==> src/rtl/cpu_control_unit_pkg.sv <==
// Shared definitions for the 8-bit two-register CPU controller:
// instruction field positions, opcode encodings and FSM state encodings.
package cpu_control_unit_pkg;

  localparam int unsigned DATA_W  = 8;
  localparam int unsigned OPC_W   = 3;
  localparam int unsigned OPC_MSB = 7;
  localparam int unsigned OPC_LSB = 5;
  localparam int unsigned DST_BIT = 4;

  typedef enum logic [OPC_W-1:0] {
    OP_NOP = 3'b000,
    OP_LDI = 3'b001,
    OP_ADD = 3'b010,
    OP_SUB = 3'b011,
    OP_AND = 3'b100,
    OP_OR  = 3'b101,
    OP_JMP = 3'b110,
    OP_HLT = 3'b111
  } opcode_t;

  typedef enum logic [2:0] {
    S_FETCH   = 3'd0,
    S_DECODE  = 3'd1,
    S_OPERAND = 3'd2,
    S_EXEC    = 3'd3,
    S_HALT    = 3'd4
  } state_t;

  // Extract the opcode field from a raw instruction byte.
  function automatic opcode_t instr_opcode(input logic [DATA_W-1:0] instr);
    return opcode_t'(instr[OPC_MSB:OPC_LSB]);
  endfunction

endpackage

==> src/rtl/cpu_alu.sv <==
// Combinational 8-bit ALU: ADD/SUB/AND/OR selected by opcode, 0 otherwise.
// Ports: op (opcode), a/b (operands), result_c (combinational result).
module cpu_alu
  import cpu_control_unit_pkg::*;
(
  input  opcode_t           op,
  input  logic [DATA_W-1:0] a,
  input  logic [DATA_W-1:0] b,
  output logic [DATA_W-1:0] result_c
);

  // Arithmetic wraps modulo 2^8; no carry/borrow is kept.
  always_comb begin
    result_c = '0;
    case (op)
      OP_ADD:  result_c = a + b;
      OP_SUB:  result_c = a - b;
      OP_AND:  result_c = a & b;
      OP_OR:   result_c = a | b;
      default: result_c = '0;
    endcase
  end

endmodule

==> src/rtl/cpu_control_unit.sv <==
// Multi-cycle fetch/decode/execute controller for the 8-bit two-register CPU.
// Ports: clk/rst_n; imem_addr/imem_rdata (synchronous-read program memory,
// addr == PC); temp1/temp2 (register file r0/r1); reg_sel/reg_we/reg_wdata
// (register file write port, decoded within the cycle); halted; instr_done.
module cpu_control_unit
  import cpu_control_unit_pkg::*;
#(
  parameter int unsigned ADDR_W   = 8,
  parameter int unsigned RESET_PC = 0
) (
  input  logic              clk,
  input  logic              rst_n,
  output logic [ADDR_W-1:0] imem_addr,
  input  logic [DATA_W-1:0] imem_rdata,
  input  logic [DATA_W-1:0] temp1,
  input  logic [DATA_W-1:0] temp2,
  output logic              reg_sel,
  output logic              reg_we,
  output logic [DATA_W-1:0] reg_wdata,
  output logic              halted,
  output logic              instr_done
);

  state_t            state_q, state_d;
  logic [ADDR_W-1:0] pc_q, pc_d;
  opcode_t           ir_op_q, ir_op_d;
  logic              ir_dst_q, ir_dst_d;
  opcode_t           fetched_op;
  logic [DATA_W-1:0] alu_result;

  assign imem_addr  = pc_q;
  assign fetched_op = instr_opcode(imem_rdata);

  cpu_alu u_alu (
    .op       (ir_op_q),
    .a        (temp1),
    .b        (temp2),
    .result_c (alu_result)
  );

  // State, PC and IR registers.
  always_ff @(posedge clk or negedge rst_n) begin
    if (!rst_n) begin
      state_q  <= S_FETCH;
      pc_q     <= ADDR_W'(RESET_PC);
      ir_op_q  <= OP_NOP;
      ir_dst_q <= 1'b0;
    end else begin
      state_q  <= state_d;
      pc_q     <= pc_d;
      ir_op_q  <= ir_op_d;
      ir_dst_q <= ir_dst_d;
    end
  end

  // Next-state and write-port decode. Write outputs come purely from the
  // state register, so they drop the instant rst_n falls.
  always_comb begin
    state_d    = state_q;
    pc_d       = pc_q;
    ir_op_d    = ir_op_q;
    ir_dst_d   = ir_dst_q;
    reg_we     = 1'b0;
    reg_sel    = 1'b0;
    reg_wdata  = '0;
    halted     = 1'b0;
    instr_done = 1'b0;

    case (state_q)
      S_FETCH: begin
        pc_d    = pc_q + ADDR_W'(1);
        state_d = S_DECODE;
      end

      // Decision uses the memory data directly; IR is latched for later states.
      S_DECODE: begin
        ir_op_d  = fetched_op;
        ir_dst_d = imem_rdata[DST_BIT];
        case (fetched_op)
          OP_NOP: begin
            instr_done = 1'b1;
            state_d    = S_FETCH;
          end
          OP_LDI, OP_JMP: begin
            // Operand address is already on imem_addr; step past it.
            pc_d    = pc_q + ADDR_W'(1);
            state_d = S_OPERAND;
          end
          OP_HLT: begin
            instr_done = 1'b1;
            state_d    = S_HALT;
          end
          default: state_d = S_EXEC;
        endcase
      end

      S_OPERAND: begin
        instr_done = 1'b1;
        state_d    = S_FETCH;
        if (ir_op_q == OP_LDI) begin
          reg_we    = 1'b1;
          reg_sel   = ir_dst_q;
          reg_wdata = imem_rdata;
        end else if (ir_op_q == OP_JMP) begin
          pc_d = ADDR_W'(imem_rdata);
        end
      end

      S_EXEC: begin
        instr_done = 1'b1;
        reg_we     = 1'b1;
        reg_sel    = ir_dst_q;
        reg_wdata  = alu_result;
        state_d    = S_FETCH;
      end

      S_HALT: halted = 1'b1;

      default: state_d = S_FETCH;
    endcase
  end

endmodule
==> config.mk <==
export PLATFORM = sky130hd
export DESIGN_NAME = cpu_control_unit
export DESIGN_NICKNAME = d
export VERILOG_FILES = /design/src/rtl/cpu_control_unit_pkg.sv /design/src/rtl/cpu_alu.sv /design/src/rtl/cpu_control_unit.sv
export SDC_FILE = /design/constraint.sdc
export NUM_CORES = 1
export LEC_CHECK = 0
export CORE_ASPECT_RATIO = 2
export CORE_UTILIZATION = 34
export CTS_BUF_LIST = sky130_fd_sc_hd__clkbuf_8 sky130_fd_sc_hd__clkbuf_16
export CTS_CLUSTER_DIAMETER = 120
export DETAILED_ROUTE_END_ITERATION = 8
export PLACE_DENSITY = 0.6
export REMOVE_ABC_BUFFERS = 1
export SKIP_LAST_GASP = 1
export SLEW_MARGIN = 20
export SYNTH_ARGS = -nofsm -noshare
export SYNTH_HDL_FRONTEND = slang
export SYNTH_SLANG_ARGS = --single-unit
==> constraint.sdc <==
create_clock -name clk -period 3.93 [get_ports clk]
set_clock_uncertainty 0.15 [all_clocks]
set_input_delay 0.9825 -clock clk [delete_from_list [all_inputs] [get_ports clk]]
set_output_delay 0.9825 -clock clk [all_outputs]
set_load 0.02 [all_outputs]
==> After elaboration in Yosys (flattened, before gate mapping) <==
Index checks and enable logic that the tools add are counted.
{ "classes": {"n_mux": 16, "n_bitwise": 2, "n_reduce_logical": 7, "addsub": 3, "n_eq_ne": 16} }
{ "ops": {"columns": ["operator", "count"], "rows": [
  ["$mux 8", 4],
  ["$pmux 8 s4", 1],
  ["$pmux 8 s3", 1],
  ["$eq 3x3->1 const B", 6],
  ["$pmux 3 s3", 2],
  ["$pmux 8 s2", 1],
  ["$eq 3x2->1 const B", 4],
  ["$eq 3x1->1 const B", 3],
  ["$add 8x1->8 const B", 1],
  ["$add 8x8->8", 1],
  ["$and 8x8->8", 1],
  ["$or 8x8->8", 1],
  ["$sub 8x8->8", 1],
  ["$logic_not 3->1", 2],
  ["$ne 2x2->1 const B", 3],
  ["$pmux 1 s2", 3],
  ["$reduce_or 2->1", 3],
  ["$mux 1", 4],
  ["$reduce_and 4->1", 1],
  ["$reduce_bool 3->1", 1]
]} }
{ "totals": {"wordCells": 48, "ff_bits": 15, "out_inout_bits": 20, "inputBits": 26} }

==> Logic depth before layout (Yosys ltp) <==
{ "depth": {"ltp_word": 4, "depth_mapped": 12, "depth_no_buf": 11} }

==> Hierarchy <==
Synthesis repeated with hierarchy kept, for this count alone.
{ "unflattened": {"hier_cells": 197, "hier_area_um2": 1650.3} }
{ "modules_own_cells": {"columns": ["module", "seq_area_each_um2", "n_inst", "cells_per_inst", "area_per_inst_um2"], "rows": [
  ["cpu_control_unit", 375.4, 1, 112, 1029.7],
  ["cpu_alu", 0.0, 1, 85, 620.6]
]} }

==> Worst setup path after synthesis <==
OpenSTA, ideal clock, no wires.
{ "synth_path": {"kind": "input-to-output", "from": "in temp2[0]", "to": "out reg_wdata[7]", "path_buffers": 0, "arrival_time_ps": 2973, "cell_stages": 11, "path_slack_ps": -176, "required_ps": 2798, "cell_sequence": "inv_1 > ha_1 > nand2b_1 > o41ai_1 > xor2_1 > ha_1 > nand4_1 > a21oi_1 > and3b_1 > xnor2_1 > o21ai_0"} }
{ "synth_between": {"elab_chain_cells": 3, "word_cells_on_any_way": 4, "cone_classes": "add/sub: 2; mux: 2"} }
{ "synth_rtl": {"columns": ["element", "line", "rtl"], "rows": [
  ["start: declaration", "cpu_control_unit.sv:16", "input logic [DATA_W-1:0] temp2,"],
  ["$sub 8x8->8 / $add 8x8->8 (equally long branches)", "cpu_alu.sv:17, cpu_alu.sv:16", null],
  ["$pmux 8 s4 (*)", "cpu_alu.sv:15", "case (op)"],
  ["$pmux 8 s2 (*)", "cpu_control_unit.sv:69", "case (state_q)"],
  ["end: declaration", "cpu_control_unit.sv:19", "output logic [DATA_W-1:0] reg_wdata,"]
]} }
Mark *: on every way between the ends. The rest lies on a longest branch, timed or not.

==> Final worst setup path <==
{ "layout_path": {"from": "in temp2[1]", "to": "out reg_wdata[6]"} }
The elaborated chain is that of the path after synthesis.

==> impl_results.md <==
- CTS sink cnt: 15
- Summed negative setup slack over all endpoints: -0.5958 ns
- Average routed wire per standard cell: 14.36 microns
- Count of flip-flops with a built-in enable after synthesis: 0
- Number of placement rows: 34
- Most frequent cells after synthesis: nand2_1 (25), nor2_1 (18), dfrtp_1 (15)
- Post-layout util: 57.55%
- Cell with the most instances after synthesis: nand2_1
- Cell type with the largest total area after synthesis: dfrtp_1
- Compound-gate portion of the synthesized area: 24.05%
- Final routed DRC violation total: 0
- Setup repair after global routing missed its margin: yes
- Slowest cell on crit path: ha_1
- Last weighted congestion value of the routability-driven placer: 0.7394
- CP Data Arrival Time: 2.99 ns
- Insertion delay of the later-clocked pin in the worst-skew pair: 0.24 ns
- Router iterations before antenna repair: 4
- Share of the clock period used by the worst path: 105.0%
- TritonCTS clock tree: done
- Die outline width: 50.23 microns
- CTS root buf: clkbuf_8
- Nets@finish: 321
- Leading post-synthesis cells by cell area: dfrtp_1 (24%), ha_1 (8.7%), nand2_1 (5.9%), maj3_1 (4.4%), nor2_1 (4.3%)
- Outcome: finished with violations
- Max-cap violation count: 0
- Standard cell core area: 4424 sq um
- Crit path max fanout: 3
- Total Wirelength: 4.824 mm
- Final Total Pwr: 0.001547 W
- Top-level port count: 46
- Violated checks: negative setup slack
- Slack of the critical path: -0.1966 ns
- Worst-case vdd ir drop: 0.3073 mV
- Kind of launch point of the worst setup path: input port
- Final slew viol count: 0
- Die ar.: 4945 sq um
- Count of cell types in the netlist: 43
- Storage element area: 375.4 sq um
- Xor and xnor fraction of the mapped netlist area: 6.092%
- Congestion Overflow GR: 0
- Dominant synthesized flop cell: dfrtp_1
- Post-synthesis cell area: 1582 sq um
- Ys Warns: 0
- Slowest cell delay on critical path: 0.32 ns
- Overall die height: 98.45 microns
- Initial antenna violation count: 0
- Drt initial violations: 39
- Number of port buffers: 45
- Static leakage: 1.119 nW
- Number of setup violations in the final report: 5
- Total GRT Usage: 20.35%
- Tightest hold margin: 0.3264 ns
- Via count of the first global-routing pass: 1762
- Sum of net half-perimeters after detailed placement: 3.702 mm
- Required arrival time at the worst endpoint: 2.80 ns
- Classification of the worst-slack hold path: flop to flop
- Via/cell ratio: 5.214
- Total inserted antenna cells: 0
- Top achievable clock speed: 242.3 MHz
- Actual slew at the worst max-slew pin: 0.7262 ns
- Category of the critical setup timing path: input port to output pin
- Simple-Gate Fraction of Synth Area: 24.53%
- DP Worst Slack: -1.294 ns
- Crit end category: output pin
- Number of synthesized register bits: 15
- Most common cell type on the critical path: buf_4
- Starting density of the core: 35.75%
- Part of the Yosys area used for sequential elements: 23.73%
- Crit path max-delay family: compound AO/OA/AOI/OAI gates
- Cell count after synthesis: 201
- Layout area overhead: 61.00%
- Fraction of synthesized cell area taken by the top area cell type: 23.73%
- Largest family of logic cells by synthesized area: simple AND/OR/NAND/NOR gates
- Number of buffers inserted during clock tree synthesis: 3
- Final-layout fill cell count: 416
- Adder-Cell Fraction of Synth Area: 14.40%
- Antenna violation net count after detailed routing: 0
- Post-synthesis average cell area: 7.868 sq um
- H-tree levels: 1
- Power density over the cells: 607.4 nW/um^2
- Share of synthesized area spent on multiplexers: 1.266%
- Rel. slew slack: 51.44%
- Multi-input gate area in the final layout: 1254 sq um
- Vias after detailed routing: 1752
- Fraction of registers with async set or reset after synthesis: 100.0%
- Number of buffers and inverters on the critical path: 4
- First-pass GRT wire length: 7.872 mm
- Number of hold-slack violations in the final timing report: 0
- Shortest period the worst path allows: 4.127 ns
- Fraction of final layout cells with drive strength greater than 1: 28.01%
- Cell-by-cell trace of the critical path: buf_8, buf_4, nor3_2, buf_4, nor2_1, xnor2_1, ha_1, o21ai_2, a21oi_2, o21a_1, o21a_1, o31ai_2, buf_4
- Pin count of the biggest net entering global routing: 17
- Clock transition at the register clock pins on the worst setup and hold paths after CTS: 0.06 ns
- Clock buffer depth: 2
-- what timing repair did --
action                     CTS  global route
hold buffers                 0             0
gates resized for setup     76            28
pin swaps                   18            25
setup endpoints to repair    8             7
setup buffers                5             4
-- worst register-to-register path, delay by kind of cell (launching register included) --
family | cells | cell delay (ns)
AOI/OAI and AO/OA | 2 | 0.60
and+or+nand+nor | 2 | 0.48
DFF | 1 | 0.42
muxes | 1 | 0.23
buffers and inverters | 1 | 0.17
-- stage by stage --
step | std cells | instance area (sq um)
2_1_floorplan | 191 | 1514
3_3_place_gp | 324 | 2287
3_5_place_dp | 324 | 2287
4_1_cts | 333 | 2444
5_1_grt | 336 | 2546
6_report | 336 | 2546
-- report_power, final --
group	leakage [nW]	internal, W	switching (W)	total, W
clock network	0.0255	0.0000701	0.0000542	0.000124
registers	0.179	0.000231	0.0000889	0.000320
logic	0.914	0.000538	0.000564	0.00110
total	1.12	0.000840	0.000707	0.00155
-- layout by cell type, fill, tap and decap left out, drive strengths merged, types with 4 or more instances in the layout --
cell type / count
ha: 11
dfrtp: 15
a22oi: 7
nand3: 8
nor2b: 4
nand2: 25
xor2: 4
o21ai: 12
o22a: 7
nand2b: 4
clkdlybuf4s50: 31
a31oi: 4
nor2: 18
clkbuf: 5
a21oi: 13
inv: 7
xnor2: 7
buf: 49
o21a: 4
maj3: 7
-- final cells by class --
type | count | share of cell area [%]
Sequential cell | 15 | 14.74
Multi-Input combinational cell | 169 | 49.24
Tap cell | 54 | 2.654
Inverter | 7 | 1.327
Clock buffer | 3 | 1.622
Clock inverter | 1 | 0.1966
Timing Repair Buffer | 87 | 30.22
-- registers in the layout (all words and copies together), names as in the netlist --
| register | flops |
|---|---|
| state_q | 3 |
| ir_dst_q | 1 |
| imem_addr | 8 |
| ir_op_q | 3 |
-- metal layers --
| layer | vias up | global-route usage [%] | share of wire, % |
|---|---|---|---|
| li1 | 883 | - | - |
| met1 | 843 | 20.94 | 37 |
| met2 | 22 | 40.51 | 61 |
| met3 | 4 | 1.389 | 0.85 |
| met4 | 0 | 6.813 | 1.2 |
| met5 | - | 0 | 0 |
-- worst paths after layout --
check                                            start                        to  slack (ns)  cells past startpoint
worst max-delay path                          temp2[1]              reg_wdata[6]       -0.20                     13
min in group asynchronous                        rst_n    state_q[2]$_DFFE_PN0N_        1.02                      1
worst min-delay path              ir_dst_q$_DFFE_PN0P_      ir_dst_q$_DFFE_PN0P_        0.33                      2
worst max register to register  state_q[2]$_DFFE_PN0N_  imem_addr[0]$_DFFE_PN0P_        1.74                      6
max in group asynchronous                        rst_n  imem_addr[4]$_DFFE_PN0P_        2.15                      1
worst min register to register    ir_dst_q$_DFFE_PN0P_      ir_dst_q$_DFFE_PN0P_        0.33                      2
-- kinds of logic after synthesis --
kind of cell | Yosys count
AO/OA/AOI/OAI | 58
adder cells (fa/ha/maj) | 19
flip-flops | 15
buffers and inverters | 17
XOR/XNOR | 11
AND/OR/NAND/NOR | 79
multiplexers | 2
No activity file was read; power rests on OpenSTA's default activity.
